`src/rtl/router_pkg.sv`:
```
// +----------------------------------------------------------------------------+
// | router_pkg: constants shared by the router pipeline controllers.           |
// | Rev 1.0 - initial release                                                  |
// +----------------------------------------------------------------------------+
`default_nettype none

package router_pkg;

  localparam int PACKET_W  = 14;
  localparam int MAX_DELAY = 15;

endpackage : router_pkg

`default_nettype wire

```
`src/rtl/click_delay_line.sv`:
```
// +----------------------------------------------------------------------------+
// | click_delay_line: 1-bit DELAY-deep shift register (matched forward delay). |
// | Rev 1.0 - initial release                                                  |
// +----------------------------------------------------------------------------+
`default_nettype none

module click_delay_line
  import router_pkg::*;
#(
  parameter int DELAY = 2
) (
  input  logic clk,
  input  logic rst,
  input  logic d_i,
  output logic q_o
);

  generate
    if (DELAY == 0) begin : g_bypass
      // Zero delay: the request follows the phase register directly.
      logic unused_w;
      assign unused_w = clk ^ rst;
      assign q_o      = d_i;
    end else begin : g_shift
      logic [DELAY-1:0] sr_q;
      logic [DELAY-1:0] sr_d;

      always_comb begin
        sr_d    = sr_q;
        sr_d[0] = d_i;
        for (int i = 1; i < DELAY; i++) begin
          sr_d[i] = sr_q[i-1];
        end
      end

      always_ff @(posedge clk) begin
        if (rst) begin
          sr_q <= '0;
        end else begin
          sr_q <= sr_d;
        end
      end

      assign q_o = sr_q[DELAY-1];
    end
  endgenerate

endmodule : click_delay_line

`default_nettype wire

```
`src/rtl/click_controller_sync.sv`:
```
// +----------------------------------------------------------------------------+
// | click_controller_sync: clocked two-phase bundled-data pipeline stage.      |
// | Rev 1.0 - initial release                                                  |
// +----------------------------------------------------------------------------+
`default_nettype none

module click_controller_sync
  import router_pkg::*;
#(
  parameter int WIDTH = PACKET_W,
  parameter int DELAY = 2
) (
  input  logic             clk,
  input  logic             rst,
  input  logic             lreq,
  output logic             lack,
  input  logic [WIDTH-1:0] ldata,
  output logic             rreq,
  input  logic             rack,
  output logic [WIDTH-1:0] rdata
);

  logic             p_q;
  logic             p_d;
  logic [WIDTH-1:0] rdata_q;
  logic [WIDTH-1:0] rdata_d;
  logic             rreq_w;
  logic             pending_w;
  logic             free_w;
  logic             fire_w;

  // A token may enter only once the previous one has been offered and acked.
  assign pending_w = (lreq != p_q);
  assign free_w    = (rack == p_q) && (rreq_w == p_q);
  assign fire_w    = pending_w && free_w && !rst;

  always_comb begin
    p_d     = p_q;
    rdata_d = rdata_q;
    if (fire_w) begin
      p_d     = ~p_q;
      rdata_d = ldata;
    end
  end

  always_ff @(posedge clk) begin
    if (rst) begin
      p_q     <= 1'b0;
      rdata_q <= '0;
    end else begin
      p_q     <= p_d;
      rdata_q <= rdata_d;
    end
  end

  click_delay_line #(
    .DELAY (DELAY)
  ) u_delay (
    .clk (clk),
    .rst (rst),
    .d_i (p_q),
    .q_o (rreq_w)
  );

  assign lack  = p_q;
  assign rreq  = rreq_w;
  assign rdata = rdata_q;

endmodule : click_controller_sync

`default_nettype wire

```
`config.mk`:
```
export PLATFORM = sky130hd
export DESIGN_NAME = click_controller_sync
export DESIGN_NICKNAME = d
export VERILOG_FILES = /design/src/rtl/router_pkg.sv /design/src/rtl/click_delay_line.sv /design/src/rtl/click_controller_sync.sv
export SDC_FILE = /design/constraint.sdc
export NUM_CORES = 1
export LEC_CHECK = 0
export ABC_AREA = 1
export BUFFER_PORTS_ARGS = -buffer_cell sky130_fd_sc_hd__clkbuf_2
export CORE_MARGIN = 2
export CORE_UTILIZATION = 47
export CTS_BUF_LIST = sky130_fd_sc_hd__clkbuf_4
export DETAILED_ROUTE_END_ITERATION = 10
export GPL_ROUTABILITY_DRIVEN = 0
export PLACE_DENSITY = 0.8
export SLEW_MARGIN = 10
export SYNTH_ARGS = -nofsm -noshare
export SYNTH_HDL_FRONTEND = slang
export SYNTH_SLANG_ARGS = --single-unit
```
`constraint.sdc`:
```
create_clock -name clk -period 1.4 [get_ports clk]
set_clock_uncertainty 0.15 [all_clocks]
set_input_delay 0.28 -clock clk [delete_from_list [all_inputs] [get_ports clk]]
set_output_delay 0.28 -clock clk [all_outputs]
set_load 0.03 [all_outputs]
```
==> run_results.csv <==
group,metric,value,unit
status,outcome,"finished, final reports clean",
yosys,synth_nets,123,
yosys,yosys_warnings,0,
route,num_vias,723,
clocking,clockRootBuffer,"clkbuf_4",
route,via_per_inst,4.695,
route,final_antenna_net_count,0,
global_route,overflow,0,
yosys,netlist_area,762.0,µm²
setup_path,cp_cell_sequence,"clkbuf_2",
clocking,clk_pin_slew_worst_paths,0.10,ns
power_and_ir_drop,powerDensity,1042,mW/mm²
clocking,cts_resized,0,
setup_path,crit_type,"flop to output pin",
floorplanning,dieHeight,44.27,µm
power_and_ir_drop,swShare,0.2859,
finish,multi_input_area,315.3,µm²
route,wl_per_cell,9.805,µm
setup_path,crit_fanout,3,
placed_design,hpwl,1.142,mm
route,routed_wl,1.510,mm
setup_path,cp.depth,1,
sta,fmax,759.8,MHz
clocking,h-tree-depth,1,
clocking,cts_buffers,3,
power_and_ir_drop,power_frac_clock,0.282,
setup_path,crit_start,"u_delay.g_shift.sr_q[1]$_SDFF_PP0_",
clocking,cts.sinks,17,
global_route,antenna_found_initial,0,
sta,hold_violations,0,
setup_path,cp_slowest_cell,"dfxtp_1",
power_and_ir_drop,seqPwrFrac,0.536,
sta,relSlewSlack,0.8659,
finish,final_util,0.6254,
global_route,grt_pass1_wl,2.497,mm
finish,n_fill_cell,149,
global_route,first_global_vias,640,
sta,rsz0062_at_grt,"false",
route,drtIter0Drc,16,
placed_design,placed_cell_area,912.1,µm²
clocking,cts_buffer_depth,2,
finish,diodes,0,
clocking,post_cts_buffers,0,
setup_path,arrival,0.89,ns
power_and_ir_drop,p_comb_frac,0.182,
sta,setup_tns,0,ns
finish,finalInstanceArea,942.2,µm²
clocking,clk_latency,0.29,ns
floorplanning,placementRows,14,
floorplanning,fp.dieW,44.27,µm
setup_path,r2r_start,"lack$_SDFFE_PP0P_",
power_and_ir_drop,ir_drop,664.2,µV
yosys,ys_seq_area_frac,0.4466,
setup_path,r2r_slack,0.13,ns
finish,layout_commonest_cell,"clkbuf_2",
route,drc,0,
floorplanning,ios,34,
yosys,syn-instance-count,105,
finish,drive_gt1_frac,0.3188,
power_and_ir_drop,p_int,0.0007011,W
power_and_ir_drop,leakage,0.5125,nW
setup_path,ff2ff_path_depth,5,
placed_design,portBuffers,33,
setup_path,slowest_delay,0.38,ns
yosys,ys_ff_latch,17,
floorplanning,design.die.area,0.001959,mm²
job,max_cap_viol_count,0,
floorplanning,core_area,0.001506,mm²
power_and_ir_drop,p_switching,0.0002808,W
sta,setup_violations,0,
sta,drv_slew,0,
setup_path,worst-path-buf-inv,1,
hold_path,worstHoldStart,"ldata[7]",
setup_path,worst_ep_required_time,0.97,ns
sta,min_period,1.316,ns
finish,final_cell_mix,"clkbuf_2, nand2_1, inv_1, dfxtp_1, nor2_1",
hold_path,hold_class,"input pin to flop",
hold_path,hold_path_depth,3,
yosys,synth_cell_types,15,
floorplanning,start_util,0.5058,
setup_path,cp-end-kind,"output pin",
clocking,cts_tree,"built",
route,first_pass_iters,5,
setup_path,crit_family,"flip-flops",
finish,layout-area-overhead-vs-synth,23.65,%
sta,worst_pin_slew,0.2005,ns
yosys,synth.avg_cell_area,7.257,µm²
global_route,grtUsageTotal,0.1753,
clocking,ctsHoldBuffers,0,
finish,layout.nets,157,
setup_path,cp-start-kind,"flop",
global_route,grt_max_degree,17,
sta,final.period_utilization,0.9401,
finish,ff_latch_area,340.3,µm²
-- through the flow --
stage               setup slack (ns)  instances  hold slack, ns  total power (W)
floorplan                    0.02748        105          0.2331        0.0006591
global placement              0.1462        150          0.2414        0.0007129
detailed placement            0.1260        150          0.2440        0.0007169
CTS                          0.08203        154         0.02525        0.0009903
global route                 0.03610        154         0.02239         0.001038
finish                       0.08385        154         0.03021        0.0009818
-- layout make-up --
class,count,area share
flip-flops and latches,17,0.3612
multi-input cells,66,0.3347
repair buffers,34,0.1833
inverters,17,0.06773
clock buffers,4,0.03187
well taps,16,0.02125
-- routing by layer --
| layer | wire length, µm | share of wire | vias to the layer above | GRT usage |
|---|---|---|---|---|
| li1 | - | - | 378 | - |
| met1 | 653 | 0.43 | 313 | 0.2096 |
| met2 | 738 | 0.49 | 28 | 0.2941 |
| met3 | 84 | 0.056 | 4 | 0.03673 |
| met4 | 34 | 0.023 | 0 | 0.09091 |
| met5 | 0 | 0 | - | 0 |
-- cells in the mapped netlist --
| master | count | area (µm²) |
|---|---|---|
| a21boi_0 | 1 | 7.510 |
| buf_2 | 1 | 5.000 |
| buf_4 | 1 | 7.510 |
| buf_6 | 1 | 11.26 |
| buf_8 | 1 | 15.01 |
| clkbuf_1 | 1 | 3.750 |
| dfxtp_1 | 17 | 340.3 |
| inv_1 | 17 | 63.81 |
| nand2_1 | 29 | 108.9 |
| nand2_4 | 2 | 22.52 |
| nand3_1 | 14 | 70.07 |
| nand3_4 | 1 | 17.52 |
| nor2_1 | 16 | 60.06 |
| nor2_2 | 1 | 6.260 |
| nor2_4 | 2 | 22.52 |
-- flip-flops by register name, summed over array words and instances, names as in the netlist --
register              cells
lack                      1
rdata                    14
u_delay.g_shift.sr_q      2
-- cells by family (layout without fill, tap and decap cells) --
| family | Yosys count | count (layout) | share of synthesized area |
|---|---|---|---|
| AO/OA/AOI/OAI | 1 | 1 | 0.009856 |
| buffers and inverters | 22 | 55 | 0.1396 |
| flip-flops | 17 | 17 | 0.4466 |
| AND/OR/NAND/NOR | 65 | 65 | 0.4039 |
-- worst paths after layout --
check	to
worst max register to register	rdata[13]$_SDFFE_PP0P_
worst min-delay path	rdata[7]$_SDFFE_PP0P_
worst max-delay path	rreq
worst min register to register	u_delay.g_shift.sr_q[1]$_SDFF_PP0_
-- power groups by stage --
stage / clock network (W) / registers, W / logic [W]
finish: 0.000277 / 0.000526 / 0.000179
global route: 0.000313 / 0.000530 / 0.000195
CTS: 0.000284 / 0.000526 / 0.000181
detailed placement: 0 / 0.000537 / 0.000180
global placement: 0 / 0.000536 / 0.000177
floorplan: 0 / 0.000590 / 0.0000687
(Power assumes the default switching activity.)
